[config.mk]
export PLATFORM = sky130hd
export DESIGN_NAME = uart_fifo_ctrl
export DESIGN_NICKNAME = d
export VERILOG_FILES = /design/src/rtl/uart_pkg.sv /design/src/rtl/uart_sync_fifo.sv /design/src/rtl/uart_fifo_ctrl.sv
export SDC_FILE = /design/constraint.sdc
export NUM_CORES = 1
export LEC_CHECK = 0
export CAP_MARGIN = 20
export CORE_MARGIN = 8
export CORE_UTILIZATION = 55
export CTS_CLUSTER_SIZE = 16
export DETAILED_ROUTE_END_ITERATION = 16
export DONT_BUFFER_PORTS = 1
export PLACE_DENSITY_LB_ADDON = 0.05
export SKIP_LAST_GASP = 1
export SYNTH_ARGS = -nofsm -noshare
export SYNTH_HDL_FRONTEND = slang
export SYNTH_SLANG_ARGS = --single-unit
[constraint.sdc]
create_clock -name clk -period 3.01 [get_ports clk]
set_input_delay 0.301 -clock clk [delete_from_list [all_inputs] [get_ports clk]]
set_output_delay 0.301 -clock clk [all_outputs]
set_load 0.03 [all_outputs]
[src/rtl/uart_pkg.sv]
// Shared definitions for the uart_fifo_ctrl peripheral: register offsets,
// STATUS bit positions, TX/RX state encodings, reset baud divisor and the
// parity helper.
// Optional feature macro: UART_PARITY_EN. It adds the PARITY states to both
// state enums.
package uart_pkg;

    localparam int unsigned BAUD_DIV_DEFAULT = 868;

    localparam logic [4:0] REG_TXDATA = 5'h00;
    localparam logic [4:0] REG_STATUS = 5'h04;
    localparam logic [4:0] REG_CTRL   = 5'h08;
    localparam logic [4:0] REG_RXDATA = 5'h0C;
    localparam logic [4:0] REG_LEVEL  = 5'h10;

    localparam int unsigned ST_TX_BUSY    = 0;
    localparam int unsigned ST_TX_FULL    = 1;
    localparam int unsigned ST_TX_EMPTY   = 2;
    localparam int unsigned ST_RX_AVAIL   = 3;
    localparam int unsigned ST_RX_FULL    = 4;
    localparam int unsigned ST_RX_OVR     = 5;
    localparam int unsigned ST_FRAME_ERR  = 6;
    localparam int unsigned ST_PARITY_ERR = 7;
    localparam int unsigned ST_TX_OVF     = 8;

    typedef enum logic [2:0] {
        TX_IDLE   = 3'd0,
        TX_START  = 3'd1,
        TX_DATA   = 3'd2,
`ifdef UART_PARITY_EN
        TX_PARITY = 3'd3,
`endif
        TX_STOP   = 3'd4
    } tx_state_e;

    typedef enum logic [2:0] {
        RX_IDLE   = 3'd0,
        RX_START  = 3'd1,
        RX_DATA   = 3'd2,
`ifdef UART_PARITY_EN
        RX_PARITY = 3'd3,
`endif
        RX_STOP   = 3'd4
    } rx_state_e;

    // Parity bit for a byte: even parity when odd=0, odd parity when odd=1.
    function automatic logic parity_bit(input logic [7:0] data, input logic odd);
        return (^data) ^ odd;
    endfunction

endpackage

[src/rtl/uart_sync_fifo.sv]
// Synchronous FIFO with a combinational head output.
// Ports: clk, rst_n (async active-low, flushes), push/wdata, pop,
// rdata (head), full, empty, count (entries held, $clog2(DEPTH)+1 bits).
// A push while full or a pop while empty is ignored; full/empty are the
// values before the edge, so a push to a full FIFO is dropped even with a
// simultaneous pop.
module uart_sync_fifo #(
    parameter int unsigned DEPTH = 16,
    parameter int unsigned WIDTH = 8,
    localparam int unsigned AW = $clog2(DEPTH),
    localparam int unsigned CW = AW + 1
) (
    input  logic             clk,
    input  logic             rst_n,
    input  logic             push,
    input  logic             pop,
    input  logic [WIDTH-1:0] wdata,
    output logic [WIDTH-1:0] rdata,
    output logic             full,
    output logic             empty,
    output logic [CW-1:0]    count
);

    logic [WIDTH-1:0] mem_r [DEPTH];
    logic [AW-1:0]    wr_ptr_r;
    logic [AW-1:0]    rd_ptr_r;
    logic [CW-1:0]    count_r;
    logic             push_ok_s;
    logic             pop_ok_s;

    assign full      = (count_r == CW'(DEPTH));
    assign empty     = (count_r == {CW{1'b0}});
    assign count     = count_r;
    assign push_ok_s = push & ~full;
    assign pop_ok_s  = pop & ~empty;
    assign rdata     = mem_r[rd_ptr_r];

    // Pointer and occupancy bookkeeping; pointers wrap naturally (DEPTH is 2^n).
    always_ff @(posedge clk or negedge rst_n) begin
        if (!rst_n) begin
            wr_ptr_r <= {AW{1'b0}};
            rd_ptr_r <= {AW{1'b0}};
            count_r  <= {CW{1'b0}};
        end else begin
            if (push_ok_s) begin
                wr_ptr_r <= wr_ptr_r + AW'(1);
            end
            if (pop_ok_s) begin
                rd_ptr_r <= rd_ptr_r + AW'(1);
            end
            case ({push_ok_s, pop_ok_s})
                2'b10:   count_r <= count_r + CW'(1);
                2'b01:   count_r <= count_r - CW'(1);
                default: count_r <= count_r;
            endcase
        end
    end

    // Storage array; contents need no reset because count gates visibility.
    always_ff @(posedge clk) begin
        if (push_ok_s) begin
            mem_r[wr_ptr_r] <= wdata;
        end
    end

endmodule

[src/rtl/uart_fifo_ctrl.sv]
// UART (8N1) bus slave with TX/RX FIFOs and sticky error flags.
// Ports: clk, rst_n (async active-low), bus request req_valid/req_write/
// req_addr/req_wdata/req_wstrb (wstrb ignored), combinational rdata for the
// current req_addr[4:0], serial uart_rx (asynchronous) and uart_tx (registered).
// Registers: 0x00 TXDATA, 0x04 STATUS (W1C [8:5]), 0x08 CTRL, 0x0C RXDATA
// (read pops), 0x10 LEVEL.
// Optional feature macro: UART_PARITY_EN (CTRL[16]=parity_en, CTRL[17]=parity_odd).
module uart_fifo_ctrl
    import uart_pkg::*;
#(
    parameter int unsigned TX_DEPTH         = 16,
    parameter int unsigned RX_DEPTH         = 16,
    parameter int unsigned BAUD_DIV_DEFAULT = uart_pkg::BAUD_DIV_DEFAULT
) (
    input  logic        clk,
    input  logic        rst_n,
    input  logic        req_valid,
    input  logic        req_write,
    input  logic [31:0] req_addr,
    input  logic [31:0] req_wdata,
    input  logic [3:0]  req_wstrb,
    output logic [31:0] rdata,
    input  logic        uart_rx,
    output logic        uart_tx
);

    localparam int unsigned TXC_W = $clog2(TX_DEPTH) + 1;
    localparam int unsigned RXC_W = $clog2(RX_DEPTH) + 1;
    localparam logic [15:0] BAUD_RST = 16'(BAUD_DIV_DEFAULT);

    logic [4:0]       offset_s;
    logic             wr_s, rd_s;
    logic             tx_push_s, tx_pop_s, tx_full_s, tx_empty_s;
    logic [7:0]       tx_head_s;
    logic [TXC_W-1:0] tx_count_s;
    logic             rx_push_s, rx_pop_s, rx_full_s, rx_empty_s;
    logic [7:0]       rx_head_s;
    logic [RXC_W-1:0] rx_count_s;
    logic [3:0]       clr_s;
    logic [8:0]       status_s;
    logic [31:0]      level_s;
    logic [31:0]      ctrl_s;
    logic             frame_err_set_s, parity_err_set_s;
    logic             unused_s;

    logic [15:0] baud_div_r;
    logic [7:0]  tx_last_r;
    logic        rx_ovr_r, frame_err_r, parity_err_r, tx_ovf_r;
`ifdef UART_PARITY_EN
    logic        parity_en_r, parity_odd_r;
    logic        rx_par_r, rx_par_n;
`endif

    tx_state_e   tx_state_r, tx_state_n;
    logic [15:0] tx_cnt_r, tx_cnt_n, tx_baud_r, tx_baud_n;
    logic [2:0]  tx_bit_r, tx_bit_n;
    logic [7:0]  tx_data_r, tx_data_n;
    logic        tx_line_r, tx_line_n;

    rx_state_e   rx_state_r, rx_state_n;
    logic [15:0] rx_cnt_r, rx_cnt_n, rx_baud_r, rx_baud_n, rx_half_s;
    logic [2:0]  rx_bit_r, rx_bit_n;
    logic [7:0]  rx_shift_r, rx_shift_n;
    logic        rx_sync1_r, rx_sync2_r, rx_prev_r;

    assign unused_s  = ^{req_wstrb, req_addr[31:5], req_wdata[31:16]};
    assign offset_s  = req_addr[4:0];
    assign wr_s      = req_valid & req_write;
    assign rd_s      = req_valid & ~req_write;
    assign tx_push_s = wr_s & (offset_s == REG_TXDATA);
    assign rx_pop_s  = rd_s & (offset_s == REG_RXDATA);
    assign clr_s     = (wr_s && (offset_s == REG_STATUS)) ? req_wdata[8:5] : 4'b0000;
    assign rx_half_s = {1'b0, baud_div_r[15:1]};
    assign uart_tx   = tx_line_r;

    uart_sync_fifo #(.DEPTH(TX_DEPTH), .WIDTH(8)) u_tx_fifo (
        .clk(clk), .rst_n(rst_n), .push(tx_push_s), .pop(tx_pop_s),
        .wdata(req_wdata[7:0]), .rdata(tx_head_s), .full(tx_full_s),
        .empty(tx_empty_s), .count(tx_count_s)
    );

    uart_sync_fifo #(.DEPTH(RX_DEPTH), .WIDTH(8)) u_rx_fifo (
        .clk(clk), .rst_n(rst_n), .push(rx_push_s), .pop(rx_pop_s),
        .wdata(rx_shift_r), .rdata(rx_head_s), .full(rx_full_s),
        .empty(rx_empty_s), .count(rx_count_s)
    );

    // Register-file state: last TX byte, baud divisor, sticky flags (set wins over W1C).
    always_ff @(posedge clk or negedge rst_n) begin
        if (!rst_n) begin
            tx_last_r    <= 8'h00;
            baud_div_r   <= BAUD_RST;
            rx_ovr_r     <= 1'b0;
            frame_err_r  <= 1'b0;
            parity_err_r <= 1'b0;
            tx_ovf_r     <= 1'b0;
`ifdef UART_PARITY_EN
            parity_en_r  <= 1'b0;
            parity_odd_r <= 1'b0;
`endif
        end else begin
            if (tx_push_s && !tx_full_s) begin
                tx_last_r <= req_wdata[7:0];
            end
            if (wr_s && (offset_s == REG_CTRL)) begin
                baud_div_r <= (req_wdata[15:0] == 16'd0) ? 16'd1 : req_wdata[15:0];
`ifdef UART_PARITY_EN
                parity_en_r  <= req_wdata[16];
                parity_odd_r <= req_wdata[17];
`endif
            end
            rx_ovr_r     <= (rx_ovr_r & ~clr_s[0]) | (rx_push_s & rx_full_s);
            frame_err_r  <= (frame_err_r & ~clr_s[1]) | frame_err_set_s;
            parity_err_r <= (parity_err_r & ~clr_s[2]) | parity_err_set_s;
            tx_ovf_r     <= (tx_ovf_r & ~clr_s[3]) | (tx_push_s & tx_full_s);
        end
    end

    // TX next-state: a pop at IDLE or at the last STOP cycle starts a frame on the same edge.
    always_comb begin
        tx_state_n = tx_state_r;
        tx_cnt_n   = tx_cnt_r;
        tx_baud_n  = tx_baud_r;
        tx_bit_n   = tx_bit_r;
        tx_data_n  = tx_data_r;
        tx_line_n  = tx_line_r;
        tx_pop_s   = 1'b0;
        case (tx_state_r)
            TX_IDLE, TX_STOP: begin
                if ((tx_state_r == TX_STOP) && (tx_cnt_r != 16'd0)) begin
                    tx_cnt_n = tx_cnt_r - 16'd1;
                end else if (!tx_empty_s) begin
                    tx_pop_s   = 1'b1;
                    tx_data_n  = tx_head_s;
                    tx_baud_n  = baud_div_r;
                    tx_cnt_n   = baud_div_r - 16'd1;
                    tx_line_n  = 1'b0;
                    tx_state_n = TX_START;
                end else begin
                    tx_line_n  = 1'b1;
                    tx_state_n = TX_IDLE;
                end
            end
            TX_START: begin
                if (tx_cnt_r == 16'd0) begin
                    tx_state_n = TX_DATA;
                    tx_bit_n   = 3'd0;
                    tx_cnt_n   = tx_baud_r - 16'd1;
                    tx_line_n  = tx_data_r[0];
                end else begin
                    tx_cnt_n = tx_cnt_r - 16'd1;
                end
            end
            TX_DATA: begin
                if (tx_cnt_r == 16'd0) begin
                    tx_cnt_n = tx_baud_r - 16'd1;
                    if (tx_bit_r == 3'd7) begin
                        tx_state_n = TX_STOP;
                        tx_line_n  = 1'b1;
`ifdef UART_PARITY_EN
                        if (parity_en_r) begin
                            tx_state_n = TX_PARITY;
                            tx_line_n  = parity_bit(tx_data_r, parity_odd_r);
                        end else begin
                            tx_state_n = TX_STOP;
                        end
`endif
                    end else begin
                        tx_bit_n  = tx_bit_r + 3'd1;
                        tx_line_n = tx_data_r[tx_bit_r + 3'd1];
                    end
                end else begin
                    tx_cnt_n = tx_cnt_r - 16'd1;
                end
            end
`ifdef UART_PARITY_EN
            TX_PARITY: begin
                if (tx_cnt_r == 16'd0) begin
                    tx_state_n = TX_STOP;
                    tx_cnt_n   = tx_baud_r - 16'd1;
                    tx_line_n  = 1'b1;
                end else begin
                    tx_cnt_n = tx_cnt_r - 16'd1;
                end
            end
`endif
            default: begin
                tx_state_n = TX_IDLE;
                tx_line_n  = 1'b1;
            end
        endcase
    end

    // RX next-state: sample mid-bit (half a bit after the start edge, then every bit).
    always_comb begin
        rx_state_n       = rx_state_r;
        rx_cnt_n         = rx_cnt_r;
        rx_baud_n        = rx_baud_r;
        rx_bit_n         = rx_bit_r;
        rx_shift_n       = rx_shift_r;
        rx_push_s        = 1'b0;
        frame_err_set_s  = 1'b0;
        parity_err_set_s = 1'b0;
`ifdef UART_PARITY_EN
        rx_par_n         = rx_par_r;
`endif
        case (rx_state_r)
            RX_IDLE: begin
                if (rx_prev_r && !rx_sync2_r) begin
                    rx_state_n = RX_START;
                    rx_baud_n  = baud_div_r;
                    rx_cnt_n   = (rx_half_s == 16'd0) ? 16'd0 : rx_half_s - 16'd1;
                end else begin
                    rx_state_n = RX_IDLE;
                end
            end
            RX_START: begin
                if (rx_cnt_r != 16'd0) begin
                    rx_cnt_n = rx_cnt_r - 16'd1;
                end else if (rx_sync2_r) begin
                    rx_state_n = RX_IDLE;
                end else begin
                    rx_state_n = RX_DATA;
                    rx_bit_n   = 3'd0;
                    rx_cnt_n   = rx_baud_r - 16'd1;
                end
            end
            RX_DATA: begin
                if (rx_cnt_r == 16'd0) begin
                    rx_shift_n = {rx_sync2_r, rx_shift_r[7:1]};
                    rx_cnt_n   = rx_baud_r - 16'd1;
                    rx_bit_n   = rx_bit_r + 3'd1;
                    if (rx_bit_r == 3'd7) begin
                        rx_state_n = RX_STOP;
`ifdef UART_PARITY_EN
                        if (parity_en_r) begin
                            rx_state_n = RX_PARITY;
                        end else begin
                            rx_state_n = RX_STOP;
                        end
`endif
                    end else begin
                        rx_state_n = RX_DATA;
                    end
                end else begin
                    rx_cnt_n = rx_cnt_r - 16'd1;
                end
            end
`ifdef UART_PARITY_EN
            RX_PARITY: begin
                if (rx_cnt_r == 16'd0) begin
                    rx_par_n   = rx_sync2_r;
                    rx_state_n = RX_STOP;
                    rx_cnt_n   = rx_baud_r - 16'd1;
                end else begin
                    rx_cnt_n = rx_cnt_r - 16'd1;
                end
            end
`endif
            RX_STOP: begin
                if (rx_cnt_r == 16'd0) begin
                    rx_state_n      = RX_IDLE;
                    frame_err_set_s = ~rx_sync2_r;
`ifdef UART_PARITY_EN
                    parity_err_set_s = parity_en_r &
                                       (rx_par_r != parity_bit(rx_shift_r, parity_odd_r));
`endif
                    rx_push_s = rx_sync2_r & ~parity_err_set_s;
                end else begin
                    rx_cnt_n = rx_cnt_r - 16'd1;
                end
            end
            default: begin
                rx_state_n = RX_IDLE;
            end
        endcase
    end

    // FSM state/datapath registers and the 2-flop uart_rx synchroniser (idle high).
    always_ff @(posedge clk or negedge rst_n) begin
        if (!rst_n) begin
            tx_state_r <= TX_IDLE;
            tx_cnt_r   <= 16'd0;
            tx_baud_r  <= 16'd1;
            tx_bit_r   <= 3'd0;
            tx_data_r  <= 8'h00;
            tx_line_r  <= 1'b1;
            rx_state_r <= RX_IDLE;
            rx_cnt_r   <= 16'd0;
            rx_baud_r  <= 16'd1;
            rx_bit_r   <= 3'd0;
            rx_shift_r <= 8'h00;
            rx_sync1_r <= 1'b1;
            rx_sync2_r <= 1'b1;
            rx_prev_r  <= 1'b1;
`ifdef UART_PARITY_EN
            rx_par_r   <= 1'b0;
`endif
        end else begin
            tx_state_r <= tx_state_n;
            tx_cnt_r   <= tx_cnt_n;
            tx_baud_r  <= tx_baud_n;
            tx_bit_r   <= tx_bit_n;
            tx_data_r  <= tx_data_n;
            tx_line_r  <= tx_line_n;
            rx_state_r <= rx_state_n;
            rx_cnt_r   <= rx_cnt_n;
            rx_baud_r  <= rx_baud_n;
            rx_bit_r   <= rx_bit_n;
            rx_shift_r <= rx_shift_n;
            rx_sync1_r <= uart_rx;
            rx_sync2_r <= rx_sync1_r;
            rx_prev_r  <= rx_sync2_r;
`ifdef UART_PARITY_EN
            rx_par_r   <= rx_par_n;
`endif
        end
    end

    // Read-side views of STATUS, CTRL and LEVEL.
    always_comb begin
        status_s                = 9'd0;
        status_s[ST_TX_BUSY]    = (tx_state_r != TX_IDLE) | ~tx_empty_s;
        status_s[ST_TX_FULL]    = tx_full_s;
        status_s[ST_TX_EMPTY]   = tx_empty_s;
        status_s[ST_RX_AVAIL]   = ~rx_empty_s;
        status_s[ST_RX_FULL]    = rx_full_s;
        status_s[ST_RX_OVR]     = rx_ovr_r;
        status_s[ST_FRAME_ERR]  = frame_err_r;
        status_s[ST_PARITY_ERR] = parity_err_r;
        status_s[ST_TX_OVF]     = tx_ovf_r;
`ifdef UART_PARITY_EN
        ctrl_s = {14'd0, parity_odd_r, parity_en_r, baud_div_r};
`else
        ctrl_s = {16'd0, baud_div_r};
`endif
        level_s                   = 32'd0;
        level_s[TXC_W-1:0]        = tx_count_s;
        level_s[16 +: RXC_W]      = rx_count_s;
    end

    // Combinational read mux; unmapped offsets and an empty RXDATA read 0.
    always_comb begin
        rdata = 32'd0;
        case (offset_s)
            REG_TXDATA: rdata = {24'd0, tx_last_r};
            REG_STATUS: rdata = {23'd0, status_s};
            REG_CTRL:   rdata = ctrl_s;
            REG_RXDATA: rdata = rx_empty_s ? 32'd0 : {24'd0, rx_head_s};
            REG_LEVEL:  rdata = level_s;
            default:    rdata = 32'd0;
        endcase
    end

endmodule

==> implementation parameters <==
Parameter                              Value

Placed design
  Worst Setup Slack post-DPL ... 0.0518 ns
  Count of buffers inserted at the top-level ports ... 0
  Routability Congestion ... 0.877
  Placed standard-cell area ... 20200 µm²
  Total half-perimeter wirelength after legalization and detailed placement ... a little over 30 mm

Timing
  Final setup violation count ... 0
  Post-route worst setup slack ... 0.0440 ns
  Share of the clock period used by the worst path after layout ... 0.985
  Slew at the pin closest to its max-slew limit ... 0.899 ns
  Headroom to the max-slew limit ... 0.399
  Maximum clock skew at final layout ... about 0.016 ns
  Total count of hold-check failures in the final report ... 151
  Final Critical Period ... 2.97 ns
  Setup repair after global routing missed its margin ... true
  Worst Hold Margin ... -0.562 ns
  TNS Setup ... 0 ns
  Number of max-slew violations in the final report ... 0
  Max Freq ... 337 MHz

Worst setup path
  Setup slack of the most critical reg-to-reg path ... 0.19 ns
  R2R Path End ... u_tx_fifo.count[4]
  Slowest cell on crit path ... sky130_fd_sc_hd__mux4_2
  Sequence of cells on the critical path ... buf_12 > mux4_2 > mux4_2 > inv_1 > o221ai_2 > buf_4
  Largest driver fanout on the critical path ... 17
  Worst flop-to-flop path startpoint ... tx_cnt_r[8]
  Category of the most critical setup path ... flip-flop to output port
  Crit-path max cell delay ... between 0.5 and 0.6 ns
  Data required time at the worst endpoint ... roughly 2.7 ns
  CP most frequent cell ... sky130_fd_sc_hd__mux4_2
  R2R depth ... 14
  Arrival time at the worst endpoint ... 2.67 ns
  Type of element launching the critical path ... flip-flop
  Category of the worst setup path capture point ... output port

Yosys
  Count of flip-flops with a built-in enable after synthesis ... 256
  Synthesized instance count ... around 1400
  Area leader, netlist ... sky130_fd_sc_hd__edfxtp_1
  Fraction of synthesized cell area taken by the top area cell type ... 0.401
  Seq cells post-synth ... roughly 400
  Warnings, synthesis ... 0
  Syn Std Cell Area ... 19200 µm²
  Yosys cell types ... between 80 and 90
  Sequential fraction of the synthesis area ... 0.597
  Avg Synthesized Cell Area ... 13.9 µm²
  Synth Flop Type ... sky130_fd_sc_hd__edfxtp_1
  Share of flip-flops with an asynchronous set or reset ... 0.369
  Cells taking the most area after synthesis ... sky130_fd_sc_hd__edfxtp_1, sky130_fd_sc_hd__dfrtp_1, sky130_fd_sc_hd__mux4_2

Global route
  Number of global-route vias before repair ... 11900
  Largest net degree at the start of global routing ... 151
  Global-route total usage across every layer ... 0.224
  Number of antenna violations at the first check in global routing ... 4
  Wire length of the first global-routing pass ... 71.4 mm
  Overflow after GRT ... 0

Final layout
  Final #Nets ... 1572
  Layout cell share with drive strength beyond 1 ... 0.249
  Filler cell count in the final layout ... 2642
  Seq. cell area ... 11500 µm²
  Multi-input gate area in the final layout ... 7290 µm²
  Most common cell after layout, fill and taps aside ... sky130_fd_sc_hd__edfxtp_1
  Final standard cell area without fillers ... 21900 µm²
  Layout area overhead ... 14.0%
  Commonest cells after routing, fill and taps aside ... sky130_fd_sc_hd__edfxtp_1, sky130_fd_sc_hd__dfrtp_1, sky130_fd_sc_hd__buf_4, sky130_fd_sc_hd__nand2_1, sky130_fd_sc_hd__mux4_2

Pwr
  PnR Total Power ... 17.3 mW
  Static power due to leakage ... 8.19 nW
  IR drop worst, VDD ... 0.000594 V
  Power density relative to cell area ... roughly 790 nW/µm²

Route
  Drc violations ... 0
  Wire length per cell after detailed routing ... 23.1 µm
  Vias per Instance ... 6.02
  Via count ... roughly 12000
  Number of DRC markers after the initial detailed-route iteration ... 837
  Antenna Violating Nets Remaining ... 0
  Routed WL ... 45.4 mm
  Detailed-router iteration count before antenna repair ... 5

Die
  Die outline width ... a little over 200 µm
  Count of standard-cell rows ... 68
  Die area ... between 40000 and 50000 µm²
  Core Footprint ... between 30000 and 40000 µm²
  Vertical die dimension ... 203 µm
  Top-Level Pins ... 106
  Effective utilization at floorplan ... 0.557

Clock network
  Number of buffers on the longest clock path ... 3
  Clock tree from TritonCTS ... done
  H-tree level count ... 2
  Latest clock arrival within the worst-skew pair ... 0.56 ns
  Post-cts hold buffer count ... 19
  Number of sinks driven by the clock tree ... 406
  Clock buffer count from CTS ... 43
  Cell chosen for the clock root ... sky130_fd_sc_hd__clkbuf_16
  Clock transition at the register clock pins on the worst setup and hold paths after CTS ... roughly 0.06 ns

Flow run
  Number of max-capacitance violations reported ... 0

Outcome
  Status ... finished, violations left
  Violated checks ... hold timing

Worst hold path
  Type of the worst min-delay path ... input pin to async pin
==> area by class of cell <==
type,count,area share
Sequential cell,406,0.524
Multi-Input combinational cell,853,0.333
Clock buffer,58,0.0545
Timing Repair Buffer,123,0.0467
Tap cell,455,0.0260
Clock inverter,20,0.00790
Inverter,39,0.00670
Antenna cell,6,0.000687
==> layer usage <==
metal	vias up	wire length, µm	part of all wire	global-route usage
li1	5421	-	-	-
met1	5960	20600	0.45	0.323
met2	335	21000	0.46	0.341
met3	78	2540	0.056	0.0427
met4	2	1230	0.027	0.0743
met5	-	13	0.00029	0
==> synth_stat cells, types with 4 or more instances <==
library cell / instances
sky130_fd_sc_hd__a222oi_1: 5
sky130_fd_sc_hd__dfstp_2: 11
sky130_fd_sc_hd__or3_1: 11
sky130_fd_sc_hd__and2_1: 19
sky130_fd_sc_hd__a21oi_1: 36
sky130_fd_sc_hd__nand4b_1: 5
sky130_fd_sc_hd__nand4_1: 11
sky130_fd_sc_hd__ha_1: 31
sky130_fd_sc_hd__edfxtp_1: 256
sky130_fd_sc_hd__o21ai_0: 62
sky130_fd_sc_hd__a221oi_1: 6
sky130_fd_sc_hd__clkbuf_1: 41
sky130_fd_sc_hd__buf_1: 5
sky130_fd_sc_hd__xnor2_1: 41
sky130_fd_sc_hd__inv_1: 38
sky130_fd_sc_hd__or4_1: 11
sky130_fd_sc_hd__nand3_1: 22
sky130_fd_sc_hd__nand2_1: 94
sky130_fd_sc_hd__xor2_1: 41
sky130_fd_sc_hd__nor3_1: 29
sky130_fd_sc_hd__o221ai_1: 4
sky130_fd_sc_hd__nor3b_1: 7
sky130_fd_sc_hd__mux2_2: 63
sky130_fd_sc_hd__nor4_1: 35
sky130_fd_sc_hd__buf_2: 29
sky130_fd_sc_hd__nor2_1: 79
sky130_fd_sc_hd__a22o_1: 6
sky130_fd_sc_hd__mux2_4: 7
sky130_fd_sc_hd__mux4_2: 82
sky130_fd_sc_hd__a31oi_1: 6
sky130_fd_sc_hd__o211ai_1: 9
sky130_fd_sc_hd__nand2b_1: 12
sky130_fd_sc_hd__a21o_1: 7
sky130_fd_sc_hd__nand3b_1: 9
sky130_fd_sc_hd__dfrtp_1: 139
sky130_fd_sc_hd__buf_4: 12
sky130_fd_sc_hd__o2bb2ai_1: 6
sky130_fd_sc_hd__a211oi_1: 6
sky130_fd_sc_hd__o22ai_1: 11
==> critical path, delay by kind of cell (launching register included) <==
family | cells | cell delay [ns]
flip-flops | 1 | 0.41
AO/OA/AOI/OAI | 1 | 0.14
buffers and inverters | 3 | 0.51
multiplexers | 2 | 1.02
==> timing repair <==
item / 4_1_cts / 5_1_grt
pin swaps: 0 / 1
buffers inserted: 4 / 2
resized for setup: 3 / 8
hold endpoints to repair: 307 / 150
setup endpoints to repair: 4 / 11
==> worst max path at each step <==
stage | endpoint | startpoint | slack [ns] | depth (start not counted)
floorplan | u_tx_fifo.count[4] | tx_cnt_r[0] | 0.002 | 15
global placement | u_tx_fifo.count[4] | tx_cnt_r[0] | 0.09 | 14
detailed placement | u_tx_fifo.count[4] | tx_cnt_r[1] | 0.05 | 14
CTS | rdata[7] | u_rx_fifo.rd_ptr_r[0] | -0.02 | 7
global route | rdata[1] | u_rx_fifo.rd_ptr_r[0] | -0.04 | 7
finish | rdata[0] | u_rx_fifo.rd_ptr_r[0] | 0.04 | 6
==> registers in the layout (all words and copies together) (netlist names), 3 cells and up <==
signal	flops
u_rx_fifo.count	5
tx_data_r	8
rx_bit_r	3
u_tx_fifo.mem_r	128
rx_cnt_r	16
rx_state_r	3
baud_div_r	16
tx_bit_r	3
tx_baud_r	16
tx_state_r	3
rx_baud_r	16
u_tx_fifo.count	5
u_rx_fifo.wr_ptr_r	4
u_tx_fifo.wr_ptr_r	4
rx_shift_r	8
tx_last_r	8
u_tx_fifo.rd_ptr_r	4
u_rx_fifo.mem_r	128
tx_cnt_r	16
u_rx_fifo.rd_ptr_r	4
==> cells by family after synthesis <==
| group | share of synthesized area |
|---|---|
| XOR/XNOR | 0.0374 |
| multiplexers | 0.140 |
| AO/OA/AOI/OAI | 0.0682 |
| other | 0.000196 |
| buffers and inverters | 0.0301 |
| AND/OR/NAND/NOR | 0.104 |
| adder cells (fa/ha/maj) | 0.0223 |
| flip-flops | 0.597 |
==> power by group <==
group / switching (mW) / internal, mW / total, mW
Sequential: 0.781 / 6.51 / 7.29
Clock: 2.16 / 2.96 / 5.12
Combinational: 2.48 / 2.38 / 4.86
Total: 5.43 / 11.8 / 17.3
==> per-stage QoR <==
stage | cells | util
detailed placement | 1851 | 0.586
CTS | 1952 | 0.633
floorplan | 1387 | -
global placement | 1851 | 0.586
finish | 1960 | 0.634
global route | 1960 | 0.634
Note: power is estimated with default switching activity, not from simulation.
